$ cat config.mk
export PLATFORM = sky130hd
export DESIGN_NAME = part_2_trgt_apply
export DESIGN_NICKNAME = d
export VERILOG_FILES = /design/src/rtl/part_2_trgt_apply.sv
export SDC_FILE = /design/constraint.sdc
export NUM_CORES = 1
export LEC_CHECK = 0
export ABC_AREA = 1
export CORE_MARGIN = 1
export CORE_UTILIZATION = 50
export DETAILED_ROUTE_END_ITERATION = 8
export PLACE_DENSITY_LB_ADDON = 0.1
export SKIP_CTS_REPAIR_TIMING = 1
export SLEW_MARGIN = 20
export SYNTH_ARGS = -nofsm -noshare
export SYNTH_HDL_FRONTEND = slang
export SYNTH_SLANG_ARGS = --single-unit
$ cat constraint.sdc
create_clock -name clk_i -period 2.3 [get_ports clk_i]
set_clock_uncertainty 0.2 [all_clocks]
set_input_delay 0.46 -clock clk_i [delete_from_list [all_inputs] [get_ports clk_i]]
set_output_delay 0.46 -clock clk_i [all_outputs]
set_load 0.02 [all_outputs]
$ cat src/rtl/part_2_trgt_apply.sv
// Target-side vector applier: per-slot FIFOs feed the DUT one vector per mission-clock edge,
// freezing a slot's clock when its FIFO runs dry and flagging a stalled link via a watchdog.
module part_2_trgt_apply #(
    parameter int N_SLOT   = 3,
    parameter int DW       = 9,
    parameter int DEPTH    = 4,
    parameter int WD_LIMIT = 10000,
    parameter int WD_W     = 16
) (
    input  logic                 clk_i,
    input  logic                 rst_i,
    input  logic [N_SLOT-1:0]    mclk_h,
    input  logic [N_SLOT-1:0]    rcv_valid,
    input  logic [N_SLOT*DW-1:0] rcv_data,
    output logic [N_SLOT-1:0]    rcv_ready,
    output logic [N_SLOT*DW-1:0] dut_vec,
    output logic [N_SLOT-1:0]    dut_vec_upd,
    output logic [N_SLOT-1:0]    freeze_clk,
    output logic [N_SLOT-1:0]    wd_err
);

    localparam int AW = $clog2(DEPTH);

    typedef enum logic [1:0] {
        ST_IDLE    = 2'd0,
        ST_RUN     = 2'd1,
        ST_STARVED = 2'd2,
        ST_ERROR   = 2'd3
    } state_t;

    genvar k;
    for (k = 0; k < N_SLOT; k++) begin : g_slot
        logic [DW-1:0]   r_mem [DEPTH];
        logic [AW:0]     r_wptr;
        logic [AW:0]     r_rptr;
        logic            r_mclk_d;
        logic [WD_W-1:0] r_wd;
        logic [DW-1:0]   r_vec;
        logic            r_upd;
        logic            r_freeze;
        logic            r_err;
        state_t          r_state;
        state_t          w_next;
        logic            w_full;
        logic            w_empty;
        logic            w_push;
        logic            w_pop;
        logic            w_edge;
        logic            w_wd_clr;
        logic            w_wd_inc;

        // Extra pointer bit distinguishes full from empty when the low bits match.
        assign w_full  = (r_wptr[AW] != r_rptr[AW]) && (r_wptr[AW-1:0] == r_rptr[AW-1:0]);
        assign w_empty = (r_wptr == r_rptr);
        assign w_push  = rcv_valid[k] & ~w_full;
        assign w_edge  = mclk_h[k] & ~r_mclk_d;

        // Slot FSM next-state, pop and watchdog control.
        always_comb begin
            w_next   = r_state;
            w_pop    = 1'b0;
            w_wd_clr = 1'b0;
            w_wd_inc = 1'b0;
            case (r_state)
                ST_IDLE: begin
                    if (!w_empty) begin
                        w_pop  = 1'b1;
                        w_next = ST_RUN;
                    end else begin
                        w_next = ST_IDLE;
                    end
                end
                ST_RUN: begin
                    if (w_edge) begin
                        if (!w_empty) begin
                            w_pop  = 1'b1;
                            w_next = ST_RUN;
                        end else begin
                            w_wd_clr = 1'b1;
                            w_next   = ST_STARVED;
                        end
                    end else begin
                        w_next = ST_RUN;
                    end
                end
                ST_STARVED: begin
                    w_wd_inc = 1'b1;
                    if (!w_empty) begin
                        w_pop  = 1'b1;
                        w_next = ST_RUN;
                    end else if (r_wd == WD_W'(WD_LIMIT - 1)) begin
                        w_next = ST_ERROR;
                    end else begin
                        w_next = ST_STARVED;
                    end
                end
                ST_ERROR: begin
                    w_next = ST_ERROR;
                end
                default: begin
                    w_next = ST_IDLE;
                end
            endcase
        end

        // FIFO storage; contents are don't-care while the pointers say empty.
        always_ff @(posedge clk_i) begin
            if (w_push) begin
                r_mem[r_wptr[AW-1:0]] <= rcv_data[k*DW +: DW];
            end
        end

        // Slot state, pointers, watchdog and registered outputs.
        always_ff @(posedge clk_i) begin
            if (rst_i) begin
                r_state  <= ST_IDLE;
                r_wptr   <= {(AW+1){1'b0}};
                r_rptr   <= {(AW+1){1'b0}};
                r_mclk_d <= 1'b0;
                r_wd     <= {WD_W{1'b0}};
                r_vec    <= {DW{1'b0}};
                r_upd    <= 1'b0;
                r_freeze <= 1'b1;
                r_err    <= 1'b0;
            end else begin
                r_state  <= w_next;
                r_mclk_d <= mclk_h[k];
                if (w_push) begin
                    r_wptr <= r_wptr + (AW+1)'(1);
                end
                if (w_pop) begin
                    r_rptr <= r_rptr + (AW+1)'(1);
                    r_vec  <= r_mem[r_rptr[AW-1:0]];
                end
                if (w_wd_clr) begin
                    r_wd <= {WD_W{1'b0}};
                end else if (w_wd_inc) begin
                    r_wd <= r_wd + WD_W'(1);
                end
                r_upd    <= w_pop;
                r_freeze <= (w_next != ST_RUN);
                // Error flag trails the ERROR state by one cycle.
                r_err    <= (r_state == ST_ERROR);
            end
        end

        assign rcv_ready[k]          = ~w_full;
        assign dut_vec[k*DW +: DW]   = r_vec;
        assign dut_vec_upd[k]        = r_upd;
        assign freeze_clk[k]         = r_freeze;
        assign wd_err[k]             = r_err;
    end

endmodule

Yosys cells after proc, flatten, opt, wreduce, memory -nomap -nowiden
Memories as Yosys holds them, arrays and structs flattened. A register that Yosys moved wholly into a read port is not among the register bits.
Index checks and enable logic that the tools add are counted.
{ "classes": {"mux": 45, "n_eq_ne": 24, "add_sub_neg": 9, "n_reduce_logical": 12, "bitwise": 12} }
{ "op_table": {"columns": ["cell", "n"], "rows": [
  ["adder 16 x 1 -> 16 bit, second input constant", 3],
  ["== test 16 x 14 -> 1 bit, second input constant", 3],
  ["two-way mux 1 bit", 30],
  ["case mux 2 bit (4 select lines)", 3],
  ["adder 3 x 1 -> 3 bit, second input constant", 6],
  ["two-way mux 2 bit", 9],
  ["== test 2 bit, second input constant", 6],
  ["OR reduction 2 bit", 6],
  ["== test 3 bit", 3],
  ["AND 1 bit", 6],
  ["== test 2 x 1 -> 1 bit, second input constant", 3],
  ["== test 2 bit", 3],
  ["logical NOT 2 bit", 3],
  ["inequality test 2 x 1 -> 1 bit, second input constant", 3],
  ["NOT 1 bit", 6],
  ["case mux 1 bit (2 select lines)", 3],
  ["logical AND 1 bit", 3],
  ["inequality test 1 bit", 3]
]} }
{ "word_totals": {"output_inout_bits": 39, "elab_cells": 129, "ff_bits": 84, "mem_bits_rw": 108, "inputBits": 35, "mem_count": 3} }
{ "mem_list": {"columns": ["memory", "words", "width", "rd", "rd_clocked_by_memory_dff", "wr", "line_no", "text"], "rows": [
  ["g_slot[0].r_mem", 4, 9, 1, 1, 1, "33", "logic [DW-1:0] r_mem [DEPTH];"],
  ["g_slot[1].r_mem", 4, 9, 1, 1, 1, "33", null],
  ["g_slot[2].r_mem", 4, 9, 1, 1, 1, "33", null]
]} }

Longest topological paths before layout
Gate-level depths: netlist (run 1).
{ "depth": {"ltp_word": 6, "depth_mapped": 9, "mapped_depth_nobuf": 9} }

Worst setup path after synthesis (run 1)
Ideal clock, no wire load.
{ "synth_timing": {"path_type": "reg2reg", "from": "register g_slot[1].r_rptr[2]", "to": "memory g_slot[1].r_mem[0][0] (enable)", "slack_ns": 0.271, "stages_incl_launch_ff": 6, "period_less_slack_ns": 2.029, "setup_ns": 0.374, "arrival_time_ns": 1.454, "path_buffers": 0, "required_ns": 1.726, "cell_sequence": "dfxtp_1 -> xnor2_1 -> inv_1 -> nand3_1 -> nand2_2 -> nor2_1"} }
{ "synth_between": {"elab_chain_len": 6} }
{ "synth_lines": {"columns": ["element", "line_no", "text"], "rows": [
  ["start: declaration", "35", "logic [AW:0] r_rptr;"],
  ["start signal: assignment", "118", "r_rptr <= {(AW+1){1'b0}};"],
  ["start signal: assignment", "132", "r_rptr <= r_rptr + (AW+1)'(1);"],
  ["inequality test 1 bit", "53", "assign w_full = (r_wptr[AW] != r_rptr[AW]) && (r_wptr[AW-1:0] == r_rptr[AW-1:0]);"],
  ["logical AND 1 bit", "53", null],
  ["NOT 1 bit", null, null],
  ["via rcv_ready[1]", "15", "output logic [N_SLOT-1:0] rcv_ready,"],
  ["AND 1 bit", "55", "assign w_push = rcv_valid[k] & ~w_full;"],
  ["two-way mux 1 bit", "108", "if (w_push) begin"],
  ["two-way mux 1 bit (implied by the code)", "109", "r_mem[r_wptr[AW-1:0]] <= rcv_data[k*DW +: DW];"],
  ["end: declaration", "33", null]
]} }
The timed path passes the listed nets, and every way through them passes these cells.

Final worst setup path (run 1)
{ "layout_timing": {"from": "register g_slot[1].r_wptr[1]", "to": "output rcv_ready[1]"} }
{ "layout_between": {"elab_chain_len": 3} }
{ "layout_lines": {"columns": ["element", "line_no", "text"], "rows": [
  ["start: declaration", "34", "logic [AW:0] r_wptr;"],
  ["start signal: assignment", "117", "r_wptr <= {(AW+1){1'b0}};"],
  ["start signal: assignment", "129", "r_wptr <= r_wptr + (AW+1)'(1);"],
  ["== test 2 bit", "53", null],
  ["logical AND 1 bit", "53", null],
  ["NOT 1 bit", "147", "assign rcv_ready[k] = ~w_full;"],
  ["end: declaration", "15", null]
]} }
No other way between the ends.

==> results of run 1 <==
==> synth_stat cells, drive strengths merged <==
| library cell | n | area, um2 |
|---|---|---|
| nor2 | 244 | 972 |
| o21ai | 134 | 689 |
| nand2 | 116 | 478 |
| dfxtp | 111 | 2220 |
| edfxtp | 108 | 3240 |
| inv | 90 | 338 |
| nand3 | 38 | 225 |
| a21oi | 36 | 191 |
| buf | 28 | 233 |
| ha | 18 | 225 |
| xor2 | 16 | 140 |
| xnor2 | 14 | 168 |
| nor3 | 13 | 81.3 |
| clkbuf | 12 | 45.0 |
| nand4 | 10 | 77.6 |
| or2 | 4 | 25.0 |
| a31oi | 2 | 12.5 |
| nand3b | 2 | 27.5 |
| and2 | 1 | 6.26 |
| o31ai | 1 | 7.51 |
==> layout by cell type, fill, tap and decap left out, types with 11 or more instances in the layout <==
master / netlist / routed
xor2_1: 16 / 16
clkdlybuf4s50_1: 0 / 70
nor3_1: 11 / 11
clkbuf_16: 0 / 23
dfxtp_1: 111 / 108
buf_4: 17 / 23
edfxtp_1: 108 / 108
ha_1: 18 / 18
nor2_1: 235 / 235
nand3_1: 34 / 34
inv_1: 82 / 82
nand2_1: 107 / 107
o21ai_0: 122 / 122
a21oi_1: 33 / 33
==> cell families after synthesis <==
logic type      after synthesis  synth area share, %
flops                       219                 58.1
xor+xnor                     30                 3.27
simple gates                428                 20.1
buf+inv                     130                 6.54
compound gates              173                 9.58
fa+ha+maj                    18                 2.39
==> final cells by class <==
cell class / instances / area [um2]
well taps: 229 / 287
repair buffers: 97 / 923
clock inverters: 11 / 108
inverters: 90 / 338
multi-input cells: 649 / 3360
fillers: 1540 / 7070
clock buffers: 31 / 646
flip-flops and latches: 219 / 5470
==> state kept, by name, indices dropped and copies added, names as in the netlist <==
name             flops
g_slot.r_wd         48
g_slot.r_vec        27
g_slot.r_err         3
g_slot.r_mclk_d      3
g_slot.r_freeze      3
g_slot.r_rptr        9
g_slot.r_mem       108
g_slot.r_upd         3
g_slot.r_wptr        9
g_slot.r_state       6
==> path summary, 6_finish.rpt <==
| kind | startpoint | endpoint | slack, ps | cells after the start |
|---|---|---|---|---|
| max | g_slot[1].r_wptr[1] | rcv_ready[1] | 80 | 3 |
| min | g_slot[2].r_wd[1] | g_slot[2].r_wd[1] | 280 | 2 |
| max reg2reg | g_slot[2].r_rptr[2] | g_slot[2].r_mem[0][0] | 460 | 6 |
| min reg2reg | g_slot[2].r_wd[1] | g_slot[2].r_wd[1] | 280 | 2 |
==> power by group <==
group | switching [W] | internal, W | leakage, nW
Sequential | 0.000320 | 0.00463 | 1.90
Clock | 0.00146 | 0.00219 | 0.370
Combinational | 0.00222 | 0.00137 | 2.00
Total | 0.00401 | 0.00818 | 4.27
==> through the flow <==
step | hold WS, ps | setup WS, ps
floorplan | 249 | 271
global placement | 264 | 29.8
detailed placement | 272 | -9.90
CTS | 283 | -434
global route | 294 | -5.43
finish | 284 | 75.5
==> per-layer routing <==
metal / part of all wire, % / wire length (um)
met5: 0 / 0
met4: 2.0 / 351
met3: 4.1 / 732
met2: 46 / 8280
met1: 48 / 8600
==> worst max-delay path: stages (launching register included) <==
cell and delay, ps:
dfxtp_1 500, xnor2_4 170, nand3_1 150, dlymetal6s2s_1 240
==> flow_metrics.tcl, run 1 <==
set metrics [dict create \
    run_status "finished, violations left" \
    failed_checks "design-rule violations" \
    core_area_um2 18200 \
    clock_path_buffers 3 \
    slew_headroom_pct 73.8 \
    floorplan.die_area_um2 19400 \
    overall_via_count_from_detail_route 6568 \
    finalSetupViolCount 0 \
    floorplan.initialDensity_pct 51.7 \
    grtUsageMet3_pct 2.73 \
    globalplace.congestion 0.795 \
    grt.total_usage_pct 19.1 \
    proportion_of_synthesized_chip_area_in_sequential_cells_pct 58.1 \
    cap_viol_max_count 0 \
    first_drt_pass_iteration_count 7 \
    static_leak_nw 4.27 \
    non_filler_instance_count_after_layout 1326 \
    critical_path.endpoint_type "output pin" \
    drc_errors 4 \
    synth.ff_latch_count 219 \
    ys.warnings.count 0 \
    worst-endpoint-required_ps 1640 \
    synthesized_instance_count 998 \
    drive_gt1_share_pct 10.1 \
    tritoncts_clock_tree "yes" \
    post-dp-hpwl_um 12000 \
    rows 49 \
    clkTransAtPathRegs_ps 60 \
    syn2layout_area_growth_pct 18.4 \
    initial_antenna_violation_count 0 \
    synth.net_count 1051 \
    synth_area_um2 9410 \
    grt_max_degree 27 \
    drv_slew 0 \
    powerDensity_nw_per_um2 1090 \
    power.ir.vdd_worst_v 0.000668 \
    timing.critical_path.from_type "flip-flop" \
    detail_route.iter0.violations 373 \
    die_w_um 139 \
    timing.final.crit_share_pct 96.7 \
    timing.critical_path.arrival_ps 1560 \
    grt-busiest-layer "met2" \
    timing.fmax_mhz 450 \
    first_global_vias 6210 \
    worst_hold_path_type "flip-flop to flip-flop" \
    final_util_pct 61.1 \
    criticalPathCategory "flip-flop to output pin" \
    power_w 0.0122 \
    final_cell_area_um2 11100 \
    die_y_um 139 \
    finalSetupTns_ps 0 \
    post_drt_via_cell_ratio 4.95 \
    grt_util_met2_pct 31.9 \
    final_min_period_ps 2220 \
    number_of_inserted_diodes 0 \
    avg_wl_per_cell_um 13.5 \
    clock_tree.htree_level_count 1 \
    crit_path_max_fanout 5 \
    port_buffers 73 \
    final_count_of_hold_timing_violations 0 \
    globalRouteOverflowTotal 0 \
    syn-mean-instance-area_um2 9.43 \
    dpl.cell_count 1284 \
    wire_length_of_the_first_global_routing_pass_um 30200 \
    cts.sinks 219 \
    detailed_place.area_um2 10300 \
    top_level_ports 74 \
    nets 1133 \
    tightestPinTransition_ps 389 \
    tritoncts.num_buffers 23 \
    cts.root.buffer_cell "clkbuf_16" \
    wirelength_um 18000 \
    postRouteAntennaNets 0 \
    synth.distinct_cells 41 \
    clk-insertion-delay-late_ps 510 \
    grt.met1_usage_pct 26.1 \
]
(Power assumes the default switching activity.)
==> run 2: changes to the inputs <==
--- a/config.mk
+++ b/config.mk
@@ -7,7 +7,7 @@
 export LEC_CHECK = 0
 export ABC_AREA = 1
 export CORE_MARGIN = 1
-export CORE_UTILIZATION = 50
+export CORE_UTILIZATION = 41
 export DETAILED_ROUTE_END_ITERATION = 8
 export PLACE_DENSITY_LB_ADDON = 0.1
 export SKIP_CTS_REPAIR_TIMING = 1
==> run 2 against run 1 <==
Compared with the run above:
- the run now ends clean
- non-clock buffer count up 3
- wire length rose by 4.1%
- register-to-register slack barely moved
- clock power rose by 3%
- utilization down 11 points
- die area increased by 22%
- sequential cell count is the same
- fmax rose by 0.84%
- critical path depth grew 1
- first-iteration DRC count down 18%
- via count shrank 0.32%
- sequential share of layout area down 0.49 points
- highest routed layer unchanged
==> flow_metrics.tcl, run 2 (synthesis gave the netlist of run 1 again) <==
set metrics [dict create \
    tightestPinTransition_ps 510 \
    layout.cells.most_common "nor2_1" \
    number_of_inserted_diodes 0 \
    timing.critical_path.from_type "flip-flop" \
    run_status "complete, no violations" \
    timing.final.crit_share_pct 95.9 \
    port_buffers 73 \
    first_drt_pass_iteration_count 4 \
    tritoncts.num_buffers 25 \
    non_filler_instance_count_after_layout 1387 \
    critical_path.cell_chain "xnor2_2, inv_1, nand3_1, clkbuf_2" \
    final_min_period_ps 2210 \
    rows 55 \
    postRouteAntennaNets 0 \
    die_y_um 153 \
    post-dp-hpwl_um 12400 \
    drive_gt1_share_pct 10.1 \
    largest_register_ffs 108 \
    nets 1138 \
    slew_headroom_pct 66.0 \
    finalSetupTns_ps 0 \
    final_cell_mix "235 x nor2_1, 122 x o21ai_0, 109 x dfxtp_1" \
    floorplan.die_area_um2 23600 \
    clock_path_buffers 3 \
    drv_slew 0 \
    power.ir.vdd_worst_v 0.000699 \
    criticalPathCategory "flip-flop to output pin" \
    core_area_um2 22600 \
    clkTransAtPathRegs_ps 60 \
    overall_via_count_from_detail_route 6547 \
    detailed_place.area_um2 10400 \
    grt.total_usage_pct 16.4 \
    ff2ff_setup_slack_ps 450 \
    globalRouteOverflowTotal 0 \
    grt_max_degree 22 \
    detail_route.iter0.violations 307 \
    post_drt_via_cell_ratio 4.72 \
    globalplace.congestion 0.769 \
    cts.sinks 219 \
    avg_wl_per_cell_um 13.5 \
    timing.fmax_mhz 453 \
    syn2layout_area_growth_pct 19.5 \
    die_w_um 153 \
    max_stage_delay_ps 350 \
    worst_hold_path_type "flip-flop to flip-flop" \
    floorplan.initialDensity_pct 41.7 \
    initial_antenna_violation_count 0 \
    clock_tree.htree_level_count 1 \
    clk-insertion-delay-late_ps 530 \
    drc_errors 0 \
    top_level_ports 74 \
    wirelength_um 18700 \
    cap_viol_max_count 0 \
    first_global_vias 6168 \
    critPathSlowestCell "dfxtp_1" \
    critical_path.endpoint_type "output pin" \
    final_count_of_hold_timing_violations 0 \
    static_leak_nw 4.29 \
    crit_path_max_fanout 3 \
    powerDensity_nw_per_um2 1100 \
    timing.critical_path.arrival_ps 1550 \
    finalSetupViolCount 0 \
    worst-endpoint-required_ps 1640 \
    wire_length_of_the_first_global_routing_pass_um 31300 \
    cts.root.buffer_cell "clkbuf_16" \
    dpl.cell_count 1343 \
    tritoncts_clock_tree "yes" \
    final_cell_area_um2 11200 \
]
run 2: cell count changes in the layout (fill, tap and decap cells not counted), sizes merged:
cell and change:
buf +3, bufinv -1, clkbuf +5, clkinv -1
clkinvlp -1
run 2: worst paths after layout:
check                       end  depth (start not counted)                start
min reg2reg  g_slot[1].r_vec[2]                          2   g_slot[1].r_vec[2]
min          g_slot[1].r_vec[2]                          2   g_slot[1].r_vec[2]
max                rcv_ready[2]                          4  g_slot[2].r_rptr[2]
max reg2reg  g_slot[1].r_vec[1]                          6  g_slot[1].r_rptr[0]
run 2: routing by layer:
layer	wire [um]	vias to the layer above	part of all wire (%)	global-route usage, %
met5	0	-	0	0
met4	416	0	2.2	4.43
met2	8560	89	46	27.1
li1	-	3456	-	-
met1	8990	2973	48	22.2
met3	734	29	3.9	2.92
run 2: power breakdown:
| part | internal [W] | switching (W) | total (W) |
|---|---|---|---|
| clock network | 0.00222 | 0.00155 | 0.00377 |
| registers | 0.00463 | 0.000329 | 0.00496 |
| logic | 0.00137 | 0.00222 | 0.00359 |
run 2: final cells by class:
cell class	instances	area [um2]
fill	2141	11300
sequential	219	5470
multi-input combinational	649	3360
timing repair buffer	100	946
clock buffer	36	697
tap	285	357
inverter	90	338
clock inverter	8	81.3
run 2: through the flow:
step                      hold slack, ps  total power [W]  worst slack [ps]  utilization, %
after floorplan                      249          0.00752               271               -
after global placement               262          0.00865              51.2            46.2
after detailed placement             271          0.00867              16.5            46.2
after CTS                            281           0.0125              -435            49.7
after global routing                 303           0.0131             -3.26            49.8
final                                278           0.0123              94.1            49.8
run 2: critical path, delay by kind of cell (launching register included):
kind / cells / cell delay, ps
buffers and inverters: 2 / 280
flip-flops: 1 / 350
AND/OR/NAND/NOR: 1 / 150
XOR/XNOR: 1 / 230
==> run 3: changes to the inputs <==
--- a/config.mk
+++ b/config.mk
@@ -9,7 +9,7 @@
 export CORE_MARGIN = 1
 export CORE_UTILIZATION = 41
 export DETAILED_ROUTE_END_ITERATION = 8
-export PLACE_DENSITY_LB_ADDON = 0.1
+export PLACE_DENSITY = 0.63
 export SKIP_CTS_REPAIR_TIMING = 1
 export SLEW_MARGIN = 20
 export SYNTH_ARGS = -nofsm -noshare
==> run 3 against run 2 <==
Compared with the run above:
- critical path depth did not move
- non-clock buffer count shrank 4
- critical endpoint unchanged
- fmax is 1.8% lower
==> flow_metrics.tcl, run 3 (synthesis gave the netlist of run 1 again) <==
set metrics [dict create \
    cap_viol_max_count 0 \
    timing.fmax_mhz 445 \
    largest_register_ffs 108 \
    run_status "complete, no violations" \
    grt.total_usage_pct 15.7 \
    floorplan.initialDensity_pct 41.7 \
    wire_length_of_the_first_global_routing_pass_um 30400 \
    detail_route.iter0.violations 349 \
    top_level_ports 74 \
    post-dp-hpwl_um 12300 \
    postRouteAntennaNets 0 \
    final_min_period_ps 2250 \
    tightestPinTransition_ps 543 \
    tritoncts.num_buffers 24 \
    powerDensity_nw_per_um2 1070 \
    post_drt_via_cell_ratio 4.83 \
    syn2layout_area_growth_pct 18.6 \
    critical_path.endpoint_type "output pin" \
    final_count_of_hold_timing_violations 0 \
    drv_slew 0 \
    avg_wl_per_cell_um 13.3 \
    worst-endpoint-required_ps 1640 \
    grt_max_degree 46 \
    first_global_vias 6192 \
    clk-insertion-delay-late_ps 520 \
    overall_via_count_from_detail_route 6667 \
    die_y_um 153 \
    clkTransAtPathRegs_ps 60 \
    globalRouteOverflowTotal 0 \
    static_leak_nw 4.24 \
    clock_tree.htree_level_count 1 \
    core_area_um2 22600 \
    cts.root.buffer_cell "clkbuf_16" \
    drive_gt1_share_pct 9.77 \
    clock_path_buffers 3 \
    port_buffers 73 \
    drc_errors 0 \
    crit_path_max_fanout 3 \
    initial_antenna_violation_count 0 \
    criticalPathCategory "flip-flop to output pin" \
    worst_hold_path_type "flip-flop to flip-flop" \
    layout.cells.most_common "nor2_1" \
    timing.critical_path.from_type "flip-flop" \
    nets 1133 \
    floorplan.die_area_um2 23600 \
    tritoncts_clock_tree "yes" \
    power.ir.vdd_worst_v 0.000546 \
    finalSetupViolCount 0 \
    timing.critical_path.arrival_ps 1590 \
    non_filler_instance_count_after_layout 1380 \
    final_cell_mix "235 x nor2_1, 122 x o21ai_0, 108 x dfxtp_1, 108 x edfxtp_1, 107 x nand2_1" \
    first_drt_pass_iteration_count 4 \
    dpl.cell_count 1339 \
    die_w_um 153 \
    slew_headroom_pct 63.8 \
    wirelength_um 18300 \
    rows 55 \
    globalplace.congestion 0.784 \
    whs_ps 277 \
    cts.sinks 219 \
    timing.final.crit_share_pct 97.6 \
    number_of_inserted_diodes 0 \
]
## run 3: report_power, final
| group | internal, W | switching [W] | total (W) |
|---|---|---|---|
| clock network | 0.00199 | 0.00148 | 0.00346 |
| logic | 0.00136 | 0.00218 | 0.00354 |
| registers | 0.00463 | 0.000340 | 0.00497 |
## run 3: worst max-delay path: stages (launching register included)
cell and delay, ps:
dfxtp_1 350, xnor2_2 250, inv_1 80, nand3_1 170, clkbuf_2 220
## run 3: path summary, 6_finish.rpt
path                        from                     to  slack [ps]  depth (start not counted)
max reg2reg  g_slot[2].r_rptr[2]  g_slot[2].r_mem[3][6]         460                          6
min           g_slot[2].r_wd[14]     g_slot[2].r_wd[14]         280                          2
min reg2reg   g_slot[2].r_wd[14]     g_slot[2].r_wd[14]         280                          2
max          g_slot[2].r_rptr[2]           rcv_ready[2]          50                          4
## run 3: routing by layer
layer | part of all wire (%) | vias to the layer above | GRT usage [%]
li1 | - | 3447 | -
met1 | 47 | 3092 | 20.5
met2 | 47 | 101 | 26.9
met3 | 4.0 | 27 | 2.95
met4 | 1.7 | 0 | 3.76
met5 | 0 | - | 0
## run 3: cell type report
| class | instances | area (um2) |
|---|---|---|
| repair buffers | 96 | 928 |
| well taps | 285 | 357 |
| multi-input cells | 649 | 3360 |
| clock inverters | 8 | 57.6 |
| fillers | 2121 | 11400 |
| flip-flops and latches | 219 | 5470 |
| inverters | 90 | 338 |
| clock buffers | 33 | 654 |
## run 3: through the flow
step	setup WS [ps]	area, um2	total power, W	TNS [ps]	util [%]
2_1_floorplan	271	9410	0.00752	0	-
3_3_place_gp	-2.24	10400	0.00856	-2.24	46.1
3_5_place_dp	-17.3	10400	0.00861	-17.3	46.1
4_1_cts	-436	11100	0.0121	-1150	49.3
5_1_grt	-21.2	11200	0.0127	-21.2	49.4
6_report	54.2	11200	0.0120	0	49.4
